--- config.mk ---
export PLATFORM = sky130hd
export DESIGN_NAME = cga_scanout
export DESIGN_NICKNAME = d
export VERILOG_FILES = /design/src/rtl/cga_scanout.sv
export SDC_FILE = /design/constraint.sdc
export NUM_CORES = 1
export LEC_CHECK = 0
export CORE_MARGIN = 2
export CORE_UTILIZATION = 50
export CTS_CLUSTER_DIAMETER = 30
export DETAILED_ROUTE_END_ITERATION = 10
export PLACE_DENSITY = 0.77
export SYNTH_ARGS = -nofsm -noshare
export SYNTH_HDL_FRONTEND = slang
export SYNTH_SLANG_ARGS = --single-unit
--- constraint.sdc ---
create_clock -name clk -period 4.39 [get_ports clk]
set_clock_uncertainty 0.1 [all_clocks]
set_input_delay 1.0975 -clock clk [delete_from_list [all_inputs] [get_ports clk]]
set_output_delay 1.0975 -clock clk [all_outputs]
set_load 0.1 [all_outputs]
--- src/rtl/cga_scanout.sv ---
// Read-side scan-out for the scan converter: 15 kHz monitor timing, frame-buffer
// read addressing and RGB 3-3-2 pixel capture, all advancing on the arbiter tick t3.
module cga_scanout #(
  parameter int unsigned H_ACTIVE    = 256,
  parameter int unsigned H_FP        = 24,
  parameter int unsigned H_SYNC      = 32,
  parameter int unsigned H_BP        = 72,
  parameter int unsigned V_ACTIVE    = 224,
  parameter int unsigned V_FP        = 16,
  parameter int unsigned V_SYNC      = 3,
  parameter int unsigned V_BP        = 19,
  parameter int unsigned LINE_STRIDE = 256,
  parameter int          ADDR_W      = 16
) (
  input  logic              clk,
  input  logic              reset,
  input  logic              t3,
  output logic [ADDR_W-1:0] aCga,
  input  logic [7:0]        dCga,
  output logic [2:0]        red,
  output logic [2:0]        green,
  output logic [1:0]        blue,
  output logic              hsync_n,
  output logic              vsync_n,
  output logic              csync_n,
  output logic              blank,
  output logic              frame_start
);

  localparam int unsigned H_TOTAL = H_ACTIVE + H_FP + H_SYNC + H_BP;
  localparam int unsigned V_TOTAL = V_ACTIVE + V_FP + V_SYNC + V_BP;
  localparam int          HCNT_W  = $clog2(H_TOTAL);
  localparam int          VCNT_W  = $clog2(V_TOTAL);

  // Linear frame-buffer address; the product is formed wide and truncated on purpose.
  function automatic logic [ADDR_W-1:0] pixAddr(input logic [VCNT_W-1:0] v,
                                                input logic [HCNT_W-1:0] h);
    logic [63:0] full;
    full = 64'(v) * 64'(LINE_STRIDE) + 64'(h);
    return full[ADDR_W-1:0];
  endfunction

  logic [HCNT_W-1:0] hCnt;
  logic [VCNT_W-1:0] vCnt;
  logic              active_p0, hs_p0, vs_p0, hLast, vLast;
  logic              hs_p1, vs_p1, bl_p1;
  logic [7:0]        pix_p2;

  always_comb begin
    active_p0 = (32'(hCnt) < H_ACTIVE) && (32'(vCnt) < V_ACTIVE);
    hs_p0     = (32'(hCnt) >= H_ACTIVE + H_FP) && (32'(hCnt) < H_ACTIVE + H_FP + H_SYNC);
    vs_p0     = (32'(vCnt) >= V_ACTIVE + V_FP) && (32'(vCnt) < V_ACTIVE + V_FP + V_SYNC);
    hLast     = (32'(hCnt) == H_TOTAL - 1);
    vLast     = (32'(vCnt) == V_TOTAL - 1);
  end

  always_ff @(posedge clk) begin
    if (reset) begin
      hCnt        <= '0;
      vCnt        <= '0;
      aCga        <= '0;
      hs_p1       <= 1'b0;
      vs_p1       <= 1'b0;
      bl_p1       <= 1'b1;
      pix_p2      <= '0;
      hsync_n     <= 1'b1;
      vsync_n     <= 1'b1;
      csync_n     <= 1'b1;
      blank       <= 1'b1;
      frame_start <= 1'b0;
    end else begin
      frame_start <= 1'b0;
      if (t3) begin
        hCnt <= hLast ? '0 : hCnt + 1'b1;
        if (hLast) vCnt <= vLast ? '0 : vCnt + 1'b1;
        frame_start <= (hCnt == '0) && (vCnt == '0);

        // Stage 1: address issue and raw timing, one tick ahead of the returned byte
        if (active_p0) aCga <= pixAddr(vCnt, hCnt);
        hs_p1 <= hs_p0;
        vs_p1 <= vs_p0;
        bl_p1 <= ~active_p0;

        // Stage 2: byte for the previous address arrives now, aligned with its timing
        pix_p2  <= bl_p1 ? 8'h00 : dCga;
        hsync_n <= ~hs_p1;
        vsync_n <= ~vs_p1;
        csync_n <= ~(hs_p1 | vs_p1);
        blank   <= bl_p1;
      end
    end
  end

  assign red   = pix_p2[7:5];
  assign green = pix_p2[4:2];
  assign blue  = pix_p2[1:0];

endmodule

==> reports/metrics.yaml, run 1 <==
synth_edf_count: 0
path_delay_family: "buffers and inverters"
num_rows: 24
synth.area.top_cells: "dfxtp_1, a21oi_1, nand2_1"
ctsHtreeMaxLevel: 2
hold_viol_final: 0
io_pins: 40
root_buffer: "clkbuf_8"
cts.sinks: 50
tightestPinTransition_ns: 0.976
grt_pass1_wl_microns: 7830
grt.total_usage_pct: 19.3
insertion_delay_ns: 0.30
worst_path_max_delay_cell: "clkdlybuf4s50_1"
worstSetupPathType: "reg2out"
status: "finished, final reports clean"
cellPowerDensity_mw_per_mm2: 327
yosysWarnings: 0
grt_pass1_vias: 1778
finalMaxSlewViolations: 0
hold_buffers: 0
r2r-end: "vCnt[2]"
max_cap_violations: 0
cp-end-kind: "primary output"
max-slew-margin-rel_pct: 34.7
drc: 0
fillCellCount: 393
tns_ns: 0
path_cells: "clkdlybuf4s50_1"
fin_crit_ns: 2.99
gp_congestion: 0.822
hpwlAfterDp_microns: 3170
min_path_cells: 2
fin_crit_sh_pct: 68.1
grt_max_degree: 25
drive_gt1_share_pct: 5.07
synthCells: 263
areaGrowthSynthToFinish_pct: 23.1
setup_viol: 0
cp-start-kind: "flip-flop"
postCtsResizedCells: 0
reg2reg_slack_ns: 2.36
synth.cell_area_sq_mm: 0.00222
required_ns: 3.19
gr-total-overflow: 0
synth-seq-area-share_pct: 45.1
yosys.area.top_type: "dfxtp_1"
cts_buffer_depth: 2
synth.avg_cell_area_sq_um: 8.43
synth.distinct_cells: 33
synth_top_area_share_pct: 45.1
crit-reg2reg-launch: "vCnt[4]"
worst_r2r_path_depth: 4
start_util_pct: 51.3
cts_buffers: 5
drtIter0Drc: 146
wl_per_cell_microns: 12.8
irDropWorstVdd_v: 0.000207
max_stage_delay_ns: 1.14
grt_antenna_before_repair: 0
cts_setup_buffers: 0
routed_wl_microns: 4450
async_flop_share_pct: 0
drt_pass1_iterations: 4
place_area_sq_mm: 0.00262
cp_data_arrival_time_ns: 1.79
num_vias: 1883
syn-num-nets: 281
max_freq_ghz: 0.334
fin_area_sq_mm: 0.00273
io_buffers: 39
leakage_nw: 0.945
rsz0062_at_grt: "no"
fp.dieH_microns: 70.6
hold_path.class: "reg2reg"
core-area_sq_mm: 0.00432
die-area_sq_mm: 0.00498
path_clk_slew_ns: 0.09
hold_start: "aCga[8]"
final_nets: 313
ys_seq_elements: 50
critPathBufInv: 1
fp.dieW_microns: 70.6
mostFrequentLayoutCell: "dfxtp_1"
yosys_most_used_dff: "dfxtp_1"
diodes: 0
mostFrequentLayoutCells: "dfxtp_1, clkdlybuf4s50_1, nand2_1"
cts_tree: "done"
cp_max_fo: 2
via_per_inst: 5.41
ant_nets: 0
hold_end: "aCga[8]"
## worst max-delay path by stage
stage / startpoint / endpoint / slack [ns] / cells past startpoint
3_5_place_dp: t3 / vCnt[0] / 1.35 / 5
2_1_floorplan: t3 / aCga[10] / 1.82 / 6
6_report: blank / blank / 1.40 / 1
5_1_grt: blank / blank / 1.36 / 1
4_1_cts: blank / blank / 1.39 / 1
3_3_place_gp: t3 / vCnt[0] / 1.42 / 5
## power breakdown
group | switching [mW] | internal [mW] | leakage, nW
Sequential | 0.00617 | 0.462 | 0.406
Combinational | 0.0765 | 0.0333 | 0.487
Clock | 0.142 | 0.171 | 0.0524
Total | 0.225 | 0.666 | 0.945
## layer usage
metal | up-vias | share of wire [%] | GRT usage (%)
li1 | 960 | - | -
met1 | 880 | 46 | 24.1
met2 | 39 | 48 | 32.7
met3 | 4 | 4.4 | 4.70
met4 | 0 | 1.5 | 6.92
met5 | - | 0 | 0
## kinds of logic after synthesis
kind of cell / synth area share, %
compound gates: 12.1
xor+xnor: 6.32
fa+ha+maj: 3.95
buf+inv: 4.80
flops: 45.1
mux: 0.451
simple gates: 27.2
## metrics by stage
step                util (%)  setup slack [ns]  std cells  power (mW)  hold slack, ns
floorplan                  -              1.82        263       0.559           0.356
global placement        60.6              1.42        340       0.589           0.344
detailed placement      60.6              1.35        340       0.590           0.347
CTS                     63.1              1.39        348       0.904           0.359
global route            63.1              1.36        348       0.925           0.383
finish                  63.1              1.40        348       0.891           0.358
## state kept, by name, summed over array words and instances (netlist names)
name and count:
aCga 16, bl_p1 1, blank 1, csync_n 1
frame_start 1, hCnt 9, hs_p1 1, hsync_n 1
pix_p2 8, vCnt 9, vs_p1 1, vsync_n 1
## synth_stat cells, drive strengths merged, types with 8 or more instances
library cell and count:
a21oi 27, buf 8, clkbuf 11, dfxtp 50, nand2 31, nand3 11
nor2 27, nor2b 11, o21ai 9, xor2 9
## area by class of cell
type | count | area [sq um] | share of cell area, %
flip-flops and latches | 50 | 1000 | 36.7
inverters | 5 | 18.8 | 0.688
clock buffers | 7 | 76.3 | 2.80
repair buffers | 44 | 428 | 15.7
well taps | 52 | 65.1 | 2.38
clock inverters | 1 | 30.0 | 1.10
multi-input cells | 189 | 1110 | 40.7
Note: power is estimated with default switching activity, not from simulation.
==> inputs of run 2 (changes only) <==
clock period = 3.1 ns   (was 4.39 ns; I/O delays follow)
==> reports/metrics.yaml, run 2 (synthesis gave the netlist of run 1 again) <==
status: "finished, final reports clean"
via_per_inst: 5.51
fin_area_sq_mm: 0.00265
fin_crit_ns: 2.43
drc: 0
grt_pass1_wl_microns: 7900
max_stage_delay_ns: 0.54
drtIter0Drc: 149
final_nets: 314
place_area_sq_mm: 0.00256
ctsHtreeMaxLevel: 2
tns_ns: 0
cellPowerDensity_mw_per_mm2: 454
grt.total_usage_pct: 19.5
setup_viol: 0
max-slew-margin-rel_pct: 55.2
leakage_nw: 0.993
postCtsResizedCells: 0
required_ns: 3.21
max_cap_violations: 0
irDropWorstVdd_v: 0.000269
top_register: "aCga"
tightestPinTransition_ns: 0.671
cts_buffer_depth: 2
grt_max_degree: 25
num_rows: 24
start_util_pct: 51.3
topRoutingLayerUsed: "met4"
routed_wl_microns: 4670
cts.sinks: 50
num_vias: 1924
path_clk_slew_ns: 0.08
cp-end-kind: "flip-flop"
cts_buffers: 5
wl_per_cell_microns: 13.4
hpwlAfterDp_microns: 3300
pre_cts_ws_ns: 0.352
hold_path.class: "reg2reg"
finalWorstSetupSlack_ns: 0.671
finalMaxSlewViolations: 0
wl_met3_microns: 229
drt_pass1_iterations: 4
reg2reg_slack_ns: 1.06
insertion_delay_ns: 0.30
hold_buffers: 0
io_pins: 40
hold_viol_final: 0
io_buffers: 39
cts_tree: "done"
cp_max_fo: 11
grt_antenna_before_repair: 0
areaGrowthSynthToFinish_pct: 19.5
gp_congestion: 0.833
max_freq_ghz: 0.412
cts_setup_buffers: 0
mostFrequentLayoutCells: "dfxtp_1, buf_4, nand2_1"
ant_nets: 0
rsz0062_at_grt: "no"
grt_pass1_vias: 1672
worstSetupPathType: "in2reg"
holdWs_ns: 0.358
drt-met1-wl_microns: 2120
cp-start-kind: "input port"
core-area_sq_mm: 0.00432
fin_crit_sh_pct: 78.4
die-area_sq_mm: 0.00498
fp.dieW_microns: 70.6
drive_gt1_share_pct: 15.5
wl_met2_microns: 2250
worst_path_max_delay_cell: "clkdlybuf4s50_1"
crit-reg2reg-launch: "vCnt[4]"
diodes: 0
root_buffer: "clkbuf_8"
fp.dieH_microns: 70.6
gr-total-overflow: 0
largestRegisters: "aCga x16, hCnt x9, vCnt x9"
crit_start: "t3"
path_cells: "clkdlybuf4s50_1 -> or3b_2 -> nor2b_1 -> buf_4 -> nor2_1 -> a211oi_1"
cp_data_arrival_time_ns: 2.54
mostFrequentLayoutCell: "dfxtp_1"
largest_reg_flops: 16
hold_start: "aCga[0]"
## run 2: changes by cell type in the layout (fill, tap and decap cells not counted), sizes merged
cell / delta
bufinv: -1
buf: +30
clkinv: +1
clkdlybuf4s50: -29
## run 2: layer usage
metal  global-route usage (%)  vias to the layer above
met2                     31.9                       47
met4                     6.08                        0
met3                     3.85                        7
met1                     26.3                      909
li1                         -                      961
met5                        0                        -
## run 2: cell type report
type	count	area, sq um
Inverter	5	18.8
Fill cell	391	1680
Clock inverter	1	5.00
Tap cell	52	65.1
Sequential cell	50	1000
Multi-Input combinational cell	189	1110
Clock buffer	7	86.3
Timing Repair Buffer	45	363
## run 2: final timing paths
kind | end | depth (start not counted)
hold reg to reg | aCga[0] | 2
setup / recovery | aCga[11] | 6
setup reg to reg | vCnt[5] | 4
hold / removal | aCga[0] | 2
## run 2: metrics by stage
stage	instances	power (mW)	util (%)
after global routing	349	1.25	61.3
after global placement	341	0.831	59.1
final	349	1.20	61.3
after CTS	349	1.21	61.3
after detailed placement	341	0.833	59.1
after floorplan	263	0.791	-
## run 2: power breakdown
group,switching (mW),internal (mW)
Sequential,0.00893,0.655
Combinational,0.109,0.0439
Clock,0.205,0.180
Total,0.323,0.879
## run 2: worst max-delay path: cells and delay by family
| family | cells | cell delay, ns |
|---|---|---|
| AND/OR/NAND/NOR | 3 | 0.81 |
| AO/OA/AOI/OAI | 1 | 0.21 |
| buffers and inverters | 2 | 0.75 |
==> inputs of run 3 (changes only) <==
CORE_UTILIZATION = 47   (was 50)
PLACE_DENSITY = 0.76   (was 0.77)
clock period = 2.1 ns   (was 3.1 ns; I/O delays follow)
==> reports/metrics.yaml, run 3 (synthesis gave the netlist of run 1 again) <==
fp.dieW_microns: 72.7
io_pins: 40
crit_start: "t3"
largest_reg_flops: 16
fp.dieH_microns: 72.7
wl_per_cell_microns: 13.3
start_util_pct: 49.9
fin_area_sq_mm: 0.00318
grt.total_usage_pct: 19.4
grt_antenna_before_repair: 0
areaGrowthSynthToFinish_pct: 43.6
place_inst: 356
path_clk_slew_ns: 0.08
via_per_inst: 5.46
cp-start-kind: "input port"
fillCellCount: 313
cp_max_fo: 4
leakage_nw: 1.20
num_rows: 24
cp-endpoint: "vCnt[7]"
drc: 0
grt_pass1_wl_microns: 8280
setup_viol: 0
gp_congestion: 0.855
hold_path.class: "reg2reg"
stdcell_count: 364
fin_crit_sh_pct: 96.5
final_nets: 329
gr-total-overflow: 0
worstSetupPathType: "in2reg"
grt_max_degree: 29
ant_nets: 0
irDropWorstVdd_v: 0.000424
routed_wl_microns: 4840
r2r-end: "vCnt[2]"
place_area_sq_mm: 0.00302
drt_pass1_iterations: 5
largestRegisters: "aCga x16, hCnt x9, vCnt x9"
num_vias: 1989
top_register: "aCga"
insertion_delay_ns: 0.30
cts_buffer_depth: 2
fin_crit_ns: 2.03
status: "finished, final reports clean"
core-area_sq_mm: 0.00444
finalMaxSlewViolations: 0
die-area_sq_mm: 0.00528
tightestPinTransition_ns: 0.476
cts_tree: "done"
drive_gt1_share_pct: 20.8
mostFrequentLayoutCells: "dfxtp_1, nand2_1, buf_12"
hold_viol_final: 0
max_freq_ghz: 0.494
diodes: 0
mostFrequentLayoutCell: "dfxtp_1"
cellPowerDensity_mw_per_mm2: 651
rsz0062_at_grt: "no"
ctsHtreeMaxLevel: 2
worst_r2r_path_depth: 4
reg2reg_slack_ns: 0.19
required_ns: 2.23
grt_pass1_vias: 1841
max_cap_violations: 0
cts.sinks: 50
max-slew-margin-rel_pct: 68.2
hold_buffers: 0
hpwlAfterDp_microns: 3470
cp_data_arrival_time_ns: 2.16
root_buffer: "clkbuf_8"
cp-end-kind: "flip-flop"
cts_setup_buffers: 0
drtIter0Drc: 130
io_buffers: 39
crit-reg2reg-launch: "vCnt[6]"
cts_buffers: 5
==> run 3: cell count changes in the layout (fill, tap and decap cells not counted), sizes merged <==
cell and change:
buf +15, bufinv +2, clkinv -1, clkbuf -1
==> run 3: area by class of cell <==
| class | count | area (sq um) | area share [%] |
|---|---|---|---|
| clock buffers | 6 | 82.6 | 2.59 |
| clock inverters | 2 | 60.1 | 1.89 |
| inverters | 5 | 18.8 | 0.590 |
| multi-input cells | 189 | 1130 | 35.4 |
| flip-flops and latches | 50 | 1000 | 31.4 |
| well taps | 52 | 65.1 | 2.04 |
| repair buffers | 60 | 830 | 26.1 |
==> run 3: how the worst min path moves through the flow <==
stage | startpoint | end | slack [ns] | cells after the start
floorplan | hs_p1 | hs_p1 | 0.36 | 2
global placement | hs_p1 | hs_p1 | 0.37 | 2
detailed placement | vs_p1 | vs_p1 | 0.38 | 2
CTS | vs_p1 | vs_p1 | 0.40 | 2
global route | vs_p1 | vs_p1 | 0.41 | 2
finish | vs_p1 | vs_p1 | 0.39 | 2
==> run 3: where the power goes <==
part	internal, mW	switching [mW]
Clock	0.508	0.309
Sequential	0.967	0.0197
Combinational	0.104	0.164
==> run 3: timing repair <==
action	CTS	global route
resized for setup	1	5
endpoints found under the setup margin	4	17
pin swaps	0	1
==> run 3: routing by layer <==
metal  GRT usage, %  wire length, microns  vias to the layer above
met4           6.17                    76                        0
met5              0                     0                        -
met3           6.22                   325                       13
met2           31.6                  2330                       57
met1           24.4                  2110                      930
li1               -                     -                      989
==> run 3: per-stage QoR <==
step / setup slack, ns / hold slack [ns] / util, % / power (mW) / TNS, ns
6_report: 0.0742 / 0.392 / 71.6 / 2.07 / 0
2_1_floorplan: 0.105 / 0.356 / - / 1.17 / 0
4_1_cts: 0.0181 / 0.395 / 71.2 / 2.08 / 0
3_5_place_dp: -0.335 / 0.378 / 68.0 / 1.27 / -6.04
5_1_grt: 0.0125 / 0.415 / 71.6 / 2.14 / 0
3_3_place_gp: -0.256 / 0.375 / 68.0 / 1.27 / -5.26
==> run 3: worst max-delay path, stage by stage <==
cell,delay (ns)
clkdlybuf4s50_1,0.53
nand3_1,0.13
or4_4,0.51
or3_1,0.31
a21oi_1,0.14
